**src/rtl/div_pkg.sv**
```systemverilog
// Shared types and constants for the sequential divider.
package div_pkg;

  typedef enum logic [1:0] {
    IDLE,
    RUN,
    FIX
  } state_t;

  // Fill bit for the divide-by-zero quotient (all ones).
  localparam logic DBZ_FILL = 1'b1;

  // Iteration counter width: enough bits to count up to WIDTH.
  function automatic int cnt_width(input int w);
    return $clog2(w + 1);
  endfunction

endpackage

```
**src/rtl/div_step.sv**
```systemverilog
// One non-restoring division iteration: shift {P,Q} left, add/sub D, set quotient bit.
module div_step #(
  parameter int WIDTH = 32
) (
  input  logic [WIDTH:0]   p,
  input  logic [WIDTH-1:0] q,
  input  logic [WIDTH-1:0] d,
  output logic [WIDTH:0]   p_next,
  output logic [WIDTH-1:0] q_next
);

  logic [WIDTH:0] p_sh;

  // Add/subtract choice uses the sign of P before the shift; the shifted value
  // may wrap in WIDTH+1 bits, but the add/sub brings it back into range.
  always_comb begin
    p_sh      = {p[WIDTH-1:0], q[WIDTH-1]};
    q_next    = {q[WIDTH-2:0], 1'b0};
    p_next    = p[WIDTH] ? (p_sh + {1'b0, d}) : (p_sh - {1'b0, d});
    q_next[0] = ~p_next[WIDTH];
  end

endmodule

```
**src/rtl/seq_divide.sv**
```systemverilog
// Multi-cycle signed/unsigned integer divider, one quotient bit per clock.
module seq_divide
  import div_pkg::*;
#(
  parameter int WIDTH = 32
) (
  input  logic             clk,
  input  logic             rst_n,
  input  logic             start,
  input  logic             is_signed,
  input  logic [WIDTH-1:0] dividend,
  input  logic [WIDTH-1:0] divisor,
  output logic             busy,
  output logic             done,
  output logic             div_by_zero,
  output logic [WIDTH-1:0] quotient,
  output logic [WIDTH-1:0] remainder
);

  localparam int CW = cnt_width(WIDTH);

  state_t           state;
  logic [CW-1:0]    cnt;
  logic [WIDTH:0]   p;
  logic [WIDTH-1:0] q;
  logic [WIDTH-1:0] d;
  logic             qneg;
  logic             rneg;
  logic             dbz_pend;

  logic [WIDTH:0]   p_next;
  logic [WIDTH-1:0] q_next;
  logic [WIDTH-1:0] dd_mag;
  logic [WIDTH-1:0] dv_mag;
  logic [WIDTH-1:0] r_mag;
  logic [WIDTH-1:0] q_fix;
  logic [WIDTH-1:0] r_fix;

  div_step #(.WIDTH(WIDTH)) u_step (
    .p      (p),
    .q      (q),
    .d      (d),
    .p_next (p_next),
    .q_next (q_next)
  );

  // Operand magnitudes at capture and sign/remainder correction at FIX.
  always_comb begin
    dd_mag = (is_signed && dividend[WIDTH-1]) ? -dividend : dividend;
    dv_mag = (is_signed && divisor[WIDTH-1])  ? -divisor  : divisor;
    // True remainder lies in [0, D), so the low WIDTH bits suffice after add-back.
    r_mag  = p[WIDTH] ? (p[WIDTH-1:0] + d) : p[WIDTH-1:0];
    q_fix  = qneg ? -q : q;
    r_fix  = rneg ? -r_mag : r_mag;
  end

  // Control FSM, iteration datapath and registered results.
  always_ff @(posedge clk or negedge rst_n) begin
    if (!rst_n) begin
      state       <= IDLE;
      cnt         <= '0;
      p           <= '0;
      q           <= '0;
      d           <= '0;
      qneg        <= 1'b0;
      rneg        <= 1'b0;
      dbz_pend    <= 1'b0;
      busy        <= 1'b0;
      done        <= 1'b0;
      div_by_zero <= 1'b0;
      quotient    <= '0;
      remainder   <= '0;
    end else begin
      done <= 1'b0;
      case (state)
        IDLE: begin
          if (start) begin
            busy <= 1'b1;
            cnt  <= '0;
            p    <= '0;
            d    <= dv_mag;
            qneg <= is_signed && (dividend[WIDTH-1] ^ divisor[WIDTH-1]);
            rneg <= is_signed && dividend[WIDTH-1];
            if (divisor == '0) begin
              // Q carries the raw dividend through to the remainder output.
              q        <= dividend;
              dbz_pend <= 1'b1;
              state    <= FIX;
            end else begin
              q        <= dd_mag;
              dbz_pend <= 1'b0;
              state    <= RUN;
            end
          end
        end
        RUN: begin
          p   <= p_next;
          q   <= q_next;
          cnt <= cnt + 1'b1;
          if (cnt == CW'(WIDTH - 1)) state <= FIX;
        end
        FIX: begin
          state <= IDLE;
          busy  <= 1'b0;
          done  <= 1'b1;
          if (dbz_pend) begin
            quotient    <= {WIDTH{DBZ_FILL}};
            remainder   <= q;
            div_by_zero <= 1'b1;
          end else begin
            quotient    <= q_fix;
            remainder   <= r_fix;
            div_by_zero <= 1'b0;
          end
        end
        default: state <= IDLE;
      endcase
    end
  end

endmodule
```
**config.mk**
```make
export PLATFORM = sky130hd
export DESIGN_NAME = seq_divide
export DESIGN_NICKNAME = d
export VERILOG_FILES = /design/src/rtl/div_pkg.sv /design/src/rtl/div_step.sv /design/src/rtl/seq_divide.sv
export SDC_FILE = /design/constraint.sdc
export NUM_CORES = 1
export LEC_CHECK = 0
export BUFFER_PORTS_ARGS = -buffer_cell sky130_fd_sc_hd__buf_2
export CORE_MARGIN = 3
export CORE_UTILIZATION = 35
export DETAILED_ROUTE_END_ITERATION = 12
export HOLD_SLACK_MARGIN = 0.08
export SYNTH_ARGS = -nofsm -noshare
export SYNTH_HDL_FRONTEND = slang
export SYNTH_SLANG_ARGS = --single-unit
```
**constraint.sdc**
```tcl
create_clock -name clk -period 9.9 [get_ports clk]
set_input_delay 2.97 -clock clk [delete_from_list [all_inputs] [get_ports clk]]
set_output_delay 2.97 -clock clk [all_outputs]
set_load 0.01 [all_outputs]
```
# ---- Word-level counts from Yosys, hierarchy flattened
# Index checks and enable logic that the tools add are counted.
dict set report totals {
  ff_bits 175
  inputBits 68
  out_inout_bits 67
  wordCells 63
}
dict set report op_classes {
  add_sub_neg 8
  n_eq_ne 5
  muxes 24
  bitwise 2
  n_reduce_logical 11
}
# operator count
set ops {}
lappend ops {{32-bit 2-to-1 mux} 9}
lappend ops {{32-bit negation} 4}
lappend ops {{33-bit 2-to-1 mux} 2}
lappend ops {{33-bit case mux with 2 select lines} 1}
lappend ops {{32-bit case mux with 2 select lines} 1}
lappend ops {{33-bit by 32-bit adder with 33-bit output} 1}
lappend ops {{33-bit by 32-bit subtractor with 33-bit output} 1}
lappend ops {{32-bit adder} 1}
lappend ops {{32-bit logical NOT} 1}
lappend ops {{6-bit case mux with 2 select lines} 1}
lappend ops {{2-bit AND reduction} 4}
lappend ops {{6-bit by 1-bit adder with 6-bit output (second input constant)} 1}
lappend ops {{6-bit by 5-bit == test with 1-bit output (second input constant)} 1}
lappend ops {{2-bit 2-to-1 mux} 3}
lappend ops {{6-bit 2-to-1 mux} 1}
lappend ops {{1-bit 2-to-1 mux} 4}
lappend ops {{2-bit != test (second input constant)} 2}
lappend ops {{2-bit case mux with 2 select lines} 1}
lappend ops {{2-bit nonzero test} 2}
lappend ops {{1-bit logical AND} 3}
lappend ops {{2-bit by 1-bit == test with 1-bit output (second input constant)} 1}
lappend ops {{2-bit == test (second input constant)} 1}
lappend ops {{2-bit logical NOT} 1}
lappend ops {{1-bit case mux with 2 select lines} 1}
lappend ops {{2 further kinds} 2}

# ---- Depth between registers and ports, before layout
# Gate-level depths: netlist of the first run.
dict set report logic_depth {
  ltp_word 5
  mapped_depth 21
  depth_no_buf 19
}

# ---- By module
# Synthesis of the first run repeated with hierarchy kept, for this count alone.
dict set report unflattened {
  hier_cells 1828
  hier_area_um2 14631.5
}
# mod instances cells_each area_per_inst_um2 seq_area_each_um2
set by_module_without_submodules {}
lappend by_module_without_submodules {seq_divide 1 1439 11868.9 4379.2}
lappend by_module_without_submodules {div_step 1 389 2762.6 0.0}

# ---- Least setup slack after synthesis of the first run
# OpenSTA, ideal clock, no wires.
dict set report synth_timing {
  kind {input port to flip-flop}
  start {in divisor[8]}
  end {reg q[11]}
  setup_ps 132
  arrival_time_ps 5363
  t_required_ps 9768
  setup_slack_ps 4405
  cell_stages 12
  path_buffers 1
  cell_sequence {or4_4 nor4_2 nand3b_1 nor3b_2 nand2_1 or3_4 nand3_2 buf_6 a21oi_1 xor2_1 a22oi_1 o21ai_1}
}
dict set report synth_via {
  elab_chain_cells 4
}
# item line_no
set synth_lines {}
lappend synth_lines {{start: declaration} seq_divide.sv:12} ;# input logic [WIDTH-1:0] divisor,
lappend synth_lines {{32-bit logical NOT} seq_divide.sv:84} ;# if (divisor == '0) begin
lappend synth_lines {{32-bit 2-to-1 mux} seq_divide.sv:84}
lappend synth_lines {{32-bit 2-to-1 mux} seq_divide.sv:77} ;# if (start) begin
lappend synth_lines {{32-bit case mux with 2 select lines} seq_divide.sv:75} ;# case (state)
lappend synth_lines {{end signal: assignment} seq_divide.sv:86} ;# q <= dividend;
lappend synth_lines {{end signal: assignment} seq_divide.sv:90} ;# q <= dd_mag;
lappend synth_lines {{end signal: assignment} seq_divide.sv:98} ;# q <= q_next;
lappend synth_lines {{end: declaration} seq_divide.sv:25} ;# logic [WIDTH-1:0] q;
# Every way passes these cells. The select of a mux whose other input is x is not followed.
# A chain may end at the register's enable or synchronous reset.

# ---- Worst setup path after layout of the first run
dict set report layout_timing {
  start {in divisor[0]}
  end {reg q[6]}
}
# Same word-level chain as after synthesis.

==> run_results.csv, run 1 <==
group,metric,value,unit
logic_synthesis,synthArstFlopShare,100.0,%
timing,period_share,57.91,%
detailed_routing,wl_met1,21010,um
logic_synthesis,postSynthAreaPerCell,8.183,um^2
hold_path,whs_path_depth,2,
power_and_ir_drop,combPwrFrac,65.5,%
place,placed_cells,2312,
power_and_ir_drop,leakage,6.773,nW
timing,hold_violations,0,
setup_path,start_kind,"input port",
logic_synthesis,yosys.area.top_type,"dfrtp_1",
logic_synthesis,ys_types,94,
detailed_routing,route.met2.wl,18160,um
floorplan,core.rowCount,73,
cts,htree_levels,4,
finish,finalInstanceArea,15790,um^2
global_route,gr-total-overflow,0,
setup_path,cp.required,10220,ps
cts,cts_hold_buf,0,
logic_synthesis,yosys_warnings,0,
timing,skew,14.98,ps
logic_synthesis,ys_seq_area_share,30.90,%
finish,fin_cells,2347,
global_route,grt_max_degree,72,
logic_synthesis,syn_inst,1732,
global_route,grt_pass1_wl,68270,um
finish,final_nets,1945,
finish,final_cell_mix,"nand2_1 (201), o21ai_0 (178), dfrtp_1 (174)",
timing,setup_viol,0,
setup_path,cp_top_family,"simple AND/OR/NAND/NOR gates",
place,pre_cts_ws,3699,ps
global_route,track_usage,19.39,%
power_and_ir_drop,internal-power,3.268,mW
timing,rsz0062_at_grt,"no",
logic_synthesis,synth_top_area_share,30.90,%
setup_path,cpMaxStageDelayCell,"nor4b_1",
cts,cts_buffers,17,
floorplan,die_y,207.2,um
global_route,grt_pass1_vias,12250,
floorplan,coreArea,39820,um^2
detailed_routing,drtPass1Iterations,5,
cts,cts.clk_slew.worst_paths,70,ps
setup_path,crit_arrival,6050,ps
power_and_ir_drop,fin_total_pwr,6.742,mW
power_and_ir_drop,power.density,427.1,nW/um^2
timing,fmax,174.4,MHz
detailed_routing,avgViaCountPerCell,5.597,
timing,slew_headroom,25.96,%
setup_path,cp.depth,13,
detailed_routing,drtIter0Drc,1049,
setup_path,cp_max_fo,18,
logic_synthesis,synth-seq-cells,175,
timing,hold_ws,484.1,ps
logic_synthesis,synth_edf_count,0,
logic_synthesis,yosys-top-cells-area,"dfrtp_1 (31%), xor2_1 (6.6%), o21ai_0 (6.3%)",
cts,cts_tree,"yes",
power_and_ir_drop,peakVddDrop,0.1457,mV
detailed_routing,dr_wl_met3,2641,um
place,port_buffers,134,
logic_synthesis,syn_nets,1871,
cts,cts_setup_buffers,0,
setup_path,max_stage_delay,480,ps
setup_path,worstSetupPathType,"input port to flop",
finish,area_growth,11.38,%
floorplan,die_w,207.2,um
cts,cts_root_buf,"clkbuf_16",
timing,worst-slew-pin-transition,1106,ps
timing,layout_setup_ws,4166,ps
cts,cts_buffer_depth,2,
cts,clkLatencyLatePin,450,ps
timing,fin_setup_tns,0,ps
detailed_routing,ant_nets,0,
floorplan,io_pins,135,
floorplan,dieArea,42950,um^2
place,dp_hpwl,32370,um
place,place_area,15170,um^2
setup_path,r2r_cells,15,
power_and_ir_drop,clock_power_share,10.7,%
place,place_congestion,0.9100,
detailed_routing,finalWirelength,42700,um
global_route,antenna_found_initial,2,
cts,clock-sinks,175,
power_and_ir_drop,p_sw_share,51.53,%
setup_path,path_cells,"buf_2, inv_1, ha_1, nor4b_1, nand3b_1, nor3b_2, nand2_1, or3_4, nand3_2, a31oi_1, xor2_1, a22oi_1, o21ai_0",
logic_synthesis,ys.flop_type,"dfrtp_1",
setup_path,path_buf_inv,2,
timing,final_max_slew_viol_count,0,
outcome,status,"finished, final reports clean",
setup_path,worst_setup_path_end_kind,"flop",
timing,final.min_clock_period,5734,ps
hold_path,worstHoldPathType,"flop to flop",
cts,postCtsResizedCells,0,
power_and_ir_drop,seq_power_share,23.8,%
power_and_ir_drop,power.switching,3.475,mW
finish,final_common_cell,"nand2_1",
logic_synthesis,synth_area,14170,um^2
detailed_routing,vias,13140,
run,cap_violations,0,
finish,final_util,39.64,%
detailed_routing,drc,0,
finish,layout-drive-gt1-share,12.70,%
detailed_routing,wl_per_cell,18.19,um
floorplan,start_util,35.59,%
detailed_routing,dr.max_layer_used,"met5",
## logic make-up (layout without fill, tap and decap cells)
group	count (synthesis)	count (layout)	synth area share [%]
other	0	3	0
AND/OR/NAND/NOR	531	531	18.20
flip-flops	175	175	30.90
AO/OA/AOI/OAI	600	600	26.76
adder cells (fa/ha/maj)	71	71	6.374
multiplexers	20	20	1.430
buffers and inverters	147	234	4.617
XOR/XNOR	188	188	11.72
## power by group through the flow
stage	logic, mW	clock network [mW]	registers [mW]
2_1_floorplan	3.41	0	1.41
3_3_place_gp	4.27	0	1.60
3_5_place_dp	4.35	0	1.61
4_1_cts	4.38	0.734	1.59
5_1_grt	4.95	0.767	1.66
6_report	4.42	0.720	1.61
## worst paths after layout
check                            start           end  slack, ps
setup / recovery            divisor[0]          q[6]       4170
hold / removal             div_by_zero   div_by_zero        480
setup reg to reg                  d[1]          q[0]       4470
hold reg to reg            div_by_zero   div_by_zero        480
max in group asynchronous        rst_n         d[25]       6210
min in group asynchronous        rst_n  remainder[4]       2420
## flip-flops by register name, indices dropped and copies added (netlist names)
name and count:
cnt 6, quotient 32, remainder 32, rneg 1, p 33, div_by_zero 1
d 32, state 2, q 32, busy 1, dbz_pend 1, qneg 1
done 1
## layout make-up
cell class | count | area [um^2]
Antenna cell | 3 | 7.507
Sequential cell | 175 | 4380
Inverter | 54 | 202.7
Fill cell | 4133 | 24040
Multi-Input combinational cell | 1410 | 9148
Tap cell | 525 | 656.9
Clock inverter | 13 | 166.4
Clock buffer | 19 | 442.9
Timing Repair Buffer | 148 | 782.0
## worst register-to-register path: stages, from the launching register on
cell	delay, ps
dfrtp_1	510
inv_1	110
ha_1	160
nor3b_1	530
nor4b_1	780
a31oi_1	220
xor2_1	190
ha_1	390
and4_1	310
a41oi_1	280
o41ai_1	670
a211oi_1	210
o31ai_1	260
a21oi_1	120
xnor2_1	420
o21ai_0	140
## synth_stat cells, types with 5 or more instances
master       n
o31ai_1     29
or2_2        5
or4_1       11
nand3_1     23
xnor2_1     80
a2bb2oi_1    6
o21ai_0    178
a31oi_1     23
a21boi_0     5
buf_1       10
a211o_1      5
a22oi_1     22
nor2b_1     10
inv_1       51
ha_1        69
and2_1       6
o41ai_1     12
nand2b_1    17
nor3_1      34
xor2_1     107
a211oi_1     7
clkbuf_1    61
and3_1      13
a21o_1      32
nor4_2       6
nor3b_1      5
buf_2       11
a21oi_1    157
mux2i_1     18
or3_1       14
nor2_1     131
dfrtp_1    175
o211ai_1     8
o22a_1       5
o21ai_1     12
nand2_1    201
o21a_1      20
nand4_1     15
nor4_1      12
o21bai_1    11
o22ai_1     10
## per-layer routing
layer / global-route usage (%) / vias up
li1: - / 6435
met1: 28.85 / 6213
met2: 29.11 / 422
met3: 3.355 / 64
met4: 5.056 / 2
met5: 0 / -
No activity file was read; power rests on OpenSTA's default activity.
==> inputs of run 2 (changes only) <==
clock period = 5.8 ns   (was 9.9 ns; I/O delays follow)
==> run 2 against run 1 <==
Compared with the run above:
- via count rose by 0.49%
- hold slack improved by 2.6 ps
- count of clock-buffer cells in the layout did not move
- total power rose by 70%
- utilization barely moved
- final area barely moved
- highest routed layer is now met4
- first-iteration DRC count rose by 10%
- wire length rose by 1.5%
- setup slack got worse by 2900 ps
- sequential power rose by 72%
- sequential cell count did not move
- non-clock buffer count rose by 4
==> run_results.csv, run 2 (synthesis results as in run 1) <==
group,metric,value,unit
setup_path,startpoint,"d[1]",
global_route,grt_max_degree,99,
floorplan,coreArea,39820,um^2
finish,area_growth,11.29,%
power_and_ir_drop,leakage,6.778,nW
place,dp_hpwl,32980,um
detailed_routing,drtPass1Iterations,7,
floorplan,die_y,207.2,um
floorplan,io_pins,135,
power_and_ir_drop,peakVddDrop,0.2182,mV
setup_path,r2r-end,"p[31]",
hold_path,worstHoldPathType,"flop to flop",
detailed_routing,drtIter0Drc,1156,
run,cap_violations,0,
global_route,antenna_found_initial,2,
setup_path,crit_arrival,4960,ps
timing,setup_viol,0,
cts,cts_buffers,17,
cts,cts_setup_buffers,0,
finish,largest_register,"p",
timing,skew,15.14,ps
timing,hold_violations,0,
cts,htree_levels,4,
setup_path,max_stage_delay,510,ps
power_and_ir_drop,fin_total_pwr,11.44,mW
floorplan,die_w,207.2,um
global_route,grt_pass1_vias,12410,
global_route,grt_pass1_wl,69450,um
finish,final_nets,1949,
setup_path,cp_top_family,"simple AND/OR/NAND/NOR gates",
detailed_routing,ant_nets,0,
finish,final_common_cell,"nand2_1",
detailed_routing,vias,13200,
setup_path,r2r_cells,18,
cts,clock-sinks,175,
timing,fin_setup_tns,0,ps
setup_path,crit_top_cell,"a21oi_1",
outcome,status,"finished, final reports clean",
finish,multiInputGateArea,9148,um^2
floorplan,dieArea,42950,um^2
place,pre_cts_ws,829.3,ps
floorplan,start_util,35.59,%
finish,largest_reg_flops,33,
detailed_routing,finalWirelength,43340,um
timing,slew_headroom,22.10,%
cts,clkLatencyLatePin,450,ps
cts,postCtsResizedCells,0,
setup_path,r2r_start,"d[1]",
setup_path,cp.required,6200,ps
cts,cts_hold_buf,0,
timing,hold_ws,486.7,ps
global_route,gr-total-overflow,0,
place,place_congestion,0.9003,
timing,final.min_clock_period,4559,ps
setup_path,path_cells,"inv_1, ha_1, nor3b_1, nor4b_1, buf_4, and3_1, a21oi_1, xor2_1, ha_1, a21o_1, a21oi_1, nor2b_1, a311oi_1, nand3_1, o211ai_1, a21oi_1, nor4b_1, a211o_1",
setup_path,start_kind,"flop",
timing,worst-slew-pin-transition,1164,ps
cts,cts_buffer_depth,2,
timing,period_share,78.60,%
power_and_ir_drop,power.density,725.3,nW/um^2
floorplan,core.rowCount,73,
cts,cts.clk_slew.worst_paths,80,ps
place,port_buffers,134,
setup_path,cpMaxStageDelayCell,"nor3b_1",
finish,layout-drive-gt1-share,12.89,%
setup_path,cp_max_fo,7,
setup_path,worstSetupPathType,"flop to flop",
detailed_routing,avgViaCountPerCell,5.617,
cts,cts_root_buf,"clkbuf_16",
detailed_routing,drc,0,
hold_path,whs_path_depth,2,
timing,fmax,219.4,MHz
timing,final_max_slew_viol_count,0,
global_route,track_usage,19.83,%
finish,final_cell_mix,"nand2_1 (201), o21ai_0 (178), dfrtp_1 (174)",
finish,regArea,4380,um^2
setup_path,path_buf_inv,2,
finish,nFillCells,4151,
setup_path,worst_setup_path_end_kind,"flop",
timing,rsz0062_at_grt,"no",
setup_path,rrSetupSlack,1240,ps
cts,cts_tree,"yes",
hold_path,min_to,"remainder[2]",
timing,layout_setup_ws,1241,ps
hold_path,hp-start,"remainder[2]",
detailed_routing,wl_per_cell,18.44,um
-- run 2: cell types whose count changed in the layout (fill, tap and decap cells not counted), sizes merged --
cell / before / now
buf: 148 / 152
bufinv: 2 / 0
clkinv: 3 / 5
clkinvlp: 2 / 1
diode: 3 / 2
inv: 60 / 61
-- run 2: worst max path at each step --
stage                     depth (start not counted)     to  slack (ps)
after floorplan                                  21  p[26]         750
after global placement                           12  q[24]         910
after detailed placement                         12  q[26]         830
after CTS                                        18  p[26]        1300
after global routing                             18  p[26]         930
final                                            18  p[31]        1240
-- run 2: metrics by stage --
stage	util, %	cells	cell area (um^2)
2_1_floorplan	-	1732	14170
3_3_place_gp	38.20	2316	15210
3_5_place_dp	38.20	2316	15210
4_1_cts	39.60	2348	15770
5_1_grt	39.60	2348	15770
6_report	39.61	2350	15770
-- run 2: layout make-up --
type | instances | area share (%)
Inverter | 54 | 1.285
Multi-Input combinational cell | 1410 | 57.99
Sequential cell | 175 | 27.77
Tap cell | 525 | 4.164
Clock inverter | 13 | 0.7218
Antenna cell | 2 | 0.03173
Clock buffer | 19 | 2.808
Timing Repair Buffer | 152 | 5.227
-- run 2: report_power, final --
group | leakage (nW) | switching, mW | internal, mW
sequential | 2.12 | 0.947 | 1.82
clock | 0.274 | 0.546 | 0.576
combinational | 4.38 | 4.44 | 3.11
-- run 2: metal layers --
metal	part of all wire [%]	up-vias	global-route usage, %
li1	-	6417	-
met1	48	6317	29.42
met2	44	442	30.30
met3	6.8	25	3.446
met4	0.92	0	4.213
met5	0	-	0
-- run 2: worst reg2reg max path, delay by kind of cell (launching register included) --
kind	cells	cell delay [ps]
AOI/OAI and AO/OA	7	1530
and+or+nand+nor	6	1540
adders and majority gates	2	530
DFF	1	470
xor gates and xnor gates	1	170
buffers and inverters	2	280
==> inputs of run 3 (changes only) <==
clock period = 3.9 ns   (was 5.8 ns; I/O delays follow)
==> run 3 against run 2 <==
Compared with the run above:
- global-route usage grew 0.72 points
- first-iteration DRC count shrank 12%
- critical path depth stayed put
- largest power group unchanged
- register-to-register slack worse by 1200 ps
- cell count up 7.9%
- combinational power up 84%
- sequential power grew 44%
==> run_results.csv, run 3 (synthesis results as in run 1) <==
group,metric,value,unit
outcome,status,"finished, final reports clean",
setup_path,path_buf_inv,2,
timing,worst-slew-pin-transition,966.4,ps
cts,clock-sinks,175,
timing,fin_setup_tns,0,ps
detailed_routing,drtIter0Drc,1019,
setup_path,start_kind,"flop",
finish,largest_reg_flops,33,
place,place_congestion,0.9138,
power_and_ir_drop,combPwrFrac,70.9,%
hold_path,worstHoldPathType,"flop to flop",
timing,rsz0062_at_grt,"yes",
finish,diodes,0,
power_and_ir_drop,p_sw_share,49.06,%
timing,period_share,99.11,%
timing,skew,16.30,ps
setup_path,path_cells,"nor4_2, buf_4, nand2_4, nor4_4, buf_4, and3_4, and3b_2, a21oi_2, xor2_1, ha_1, a21o_1, a21o_1, a22o_1, a211oi_2, o31ai_1, a21oi_1, xnor2_1, a22o_1",
detailed_routing,ant_nets,0,
setup_path,worstSetupPathType,"flop to flop",
detailed_routing,vias,13900,
detailed_routing,wl_met1,21670,um
cts,cts_root_buf,"clkbuf_16",
detailed_routing,dr_wl_met3,2462,um
setup_path,cpMaxStageDelayCell,"dfrtp_2",
detailed_routing,route.met2.wl,20110,um
floorplan,io_pins,135,
place,port_buffers,134,
power_and_ir_drop,seq_power_share,20.3,%
timing,hold_ws,481.1,ps
place,place_area,16570,um^2
finish,largest_register,"p",
timing,layout_setup_ws,34.55,ps
finish,nFillCells,3998,
global_route,grt_pass1_wl,71870,um
detailed_routing,wl_per_cell,17.91,um
floorplan,die_w,207.2,um
finish,final_cell_mix,"nand2_1 (198), buf_4 (194), dfrtp_1 (171)",
timing,fmax,258.7,MHz
floorplan,coreArea,39820,um^2
detailed_routing,drc,0,
finish,area_growth,24.70,%
detailed_routing,avgViaCountPerCell,5.482,
setup_path,max_stage_delay,440,ps
detailed_routing,drtPass1Iterations,5,
cts,htree_levels,4,
floorplan,core.rowCount,73,
power_and_ir_drop,power.switching,9.620,mW
cts,clkLatencyLatePin,450,ps
power_and_ir_drop,internal-power,9.990,mW
global_route,antenna_found_initial,0,
place,dp_hpwl,35110,um
place,pre_cts_ws,-168.9,ps
finish,regArea,4384,um^2
power_and_ir_drop,power.density,1110,nW/um^2
finish,finalInstanceArea,17670,um^2
setup_path,cp_max_fo,4,
floorplan,start_util,35.59,%
cts,cts_tree,"yes",
floorplan,die_y,207.2,um
setup_path,cp_top_family,"compound AO/OA/AOI/OAI gates",
setup_path,crit_arrival,4210,ps
setup_path,worst_setup_path_end_kind,"flop",
power_and_ir_drop,clock_power_share,8.8,%
cts,cts_buffers,17,
timing,final_max_slew_viol_count,0,
finish,final_common_cell,"nand2_1",
detailed_routing,finalWirelength,45390,um
detailed_routing,dr.max_layer_used,"met4",
finish,multiInputGateArea,9545,um^2
floorplan,dieArea,42950,um^2
finish,layout-drive-gt1-share,24.08,%
global_route,gr-total-overflow,0,
finish,fin_cells,2535,
timing,setup_viol,0,
finish,final_nets,2136,
setup_path,cp.required,4240,ps
power_and_ir_drop,peakVddDrop,0.3522,mV
global_route,track_usage,20.55,%
cts,cts.clk_slew.worst_paths,80,ps
timing,slew_headroom,35.57,%
global_route,grt_pass1_vias,13070,
timing,hold_violations,0,
place,placed_cells,2486,
run,cap_violations,0,
global_route,grt_max_degree,60,
timing,final.min_clock_period,3865,ps
cts,cts_buffer_depth,2,
power_and_ir_drop,leakage,7.802,nW
-- run 3: power by group through the flow --
stage / Clock [mW] / Combinational [mW] / Sequential (mW)
5_1_grt: 1.83 / 15.4 / 4.10
3_5_place_dp: 0 / 13.0 / 3.96
2_1_floorplan: 0 / 8.78 / 3.58
6_report: 1.72 / 13.9 / 3.99
4_1_cts: 1.76 / 13.2 / 3.94
3_3_place_gp: 0 / 12.8 / 3.93
-- run 3: routing by layer --
metal | GRT usage [%] | vias up
li1 | - | 6806
met1 | 29.44 | 6621
met2 | 31.71 | 414
met3 | 3.567 | 55
met4 | 6.320 | 0
met5 | 0 | -
-- run 3: stage by stage --
stage	util, %	power (mW)
finish	44.38	19.61
global route	44.38	21.33
CTS	43.36	18.90
detailed placement	41.60	16.94
global placement	41.60	16.71
floorplan	-	12.36
-- run 3: path summary, 6_finish.rpt --
check	end	startpoint	depth (start not counted)	slack (ps)
hold reg to reg	remainder[4]	remainder[4]	2	480
setup / recovery	p[32]	d[2]	18	30
setup reg to reg	p[32]	d[2]	18	30
max in group asynchronous	d[25]	rst_n	2	2390
min in group asynchronous	remainder[4]	rst_n	1	680
hold / removal	remainder[4]	remainder[4]	2	480
-- run 3: timing repair --
item,CTS,global route
cloned,0,0
endpoints found under the hold margin,0,0
pin swaps,5,41
hold buffers,0,0
endpoints found under the setup margin,8,30
setup buffers,4,14
resized for setup,18,78
-- run 3: area by class of cell --
type | instances | share of cell area, %
Timing Repair Buffer | 339 | 13.02
Sequential cell | 175 | 24.81
Tap cell | 525 | 3.717
Multi-Input combinational cell | 1410 | 54.01
Inverter | 54 | 1.147
Clock buffer | 18 | 2.485
Clock inverter | 14 | 0.8212
-- run 3: tightest hold or removal path, delay by kind of cell, from the launching register on --
kind	cells	cell delay, ps
and+or+nand+nor	1	50
AOI/OAI and AO/OA	1	60
DFF	1	340
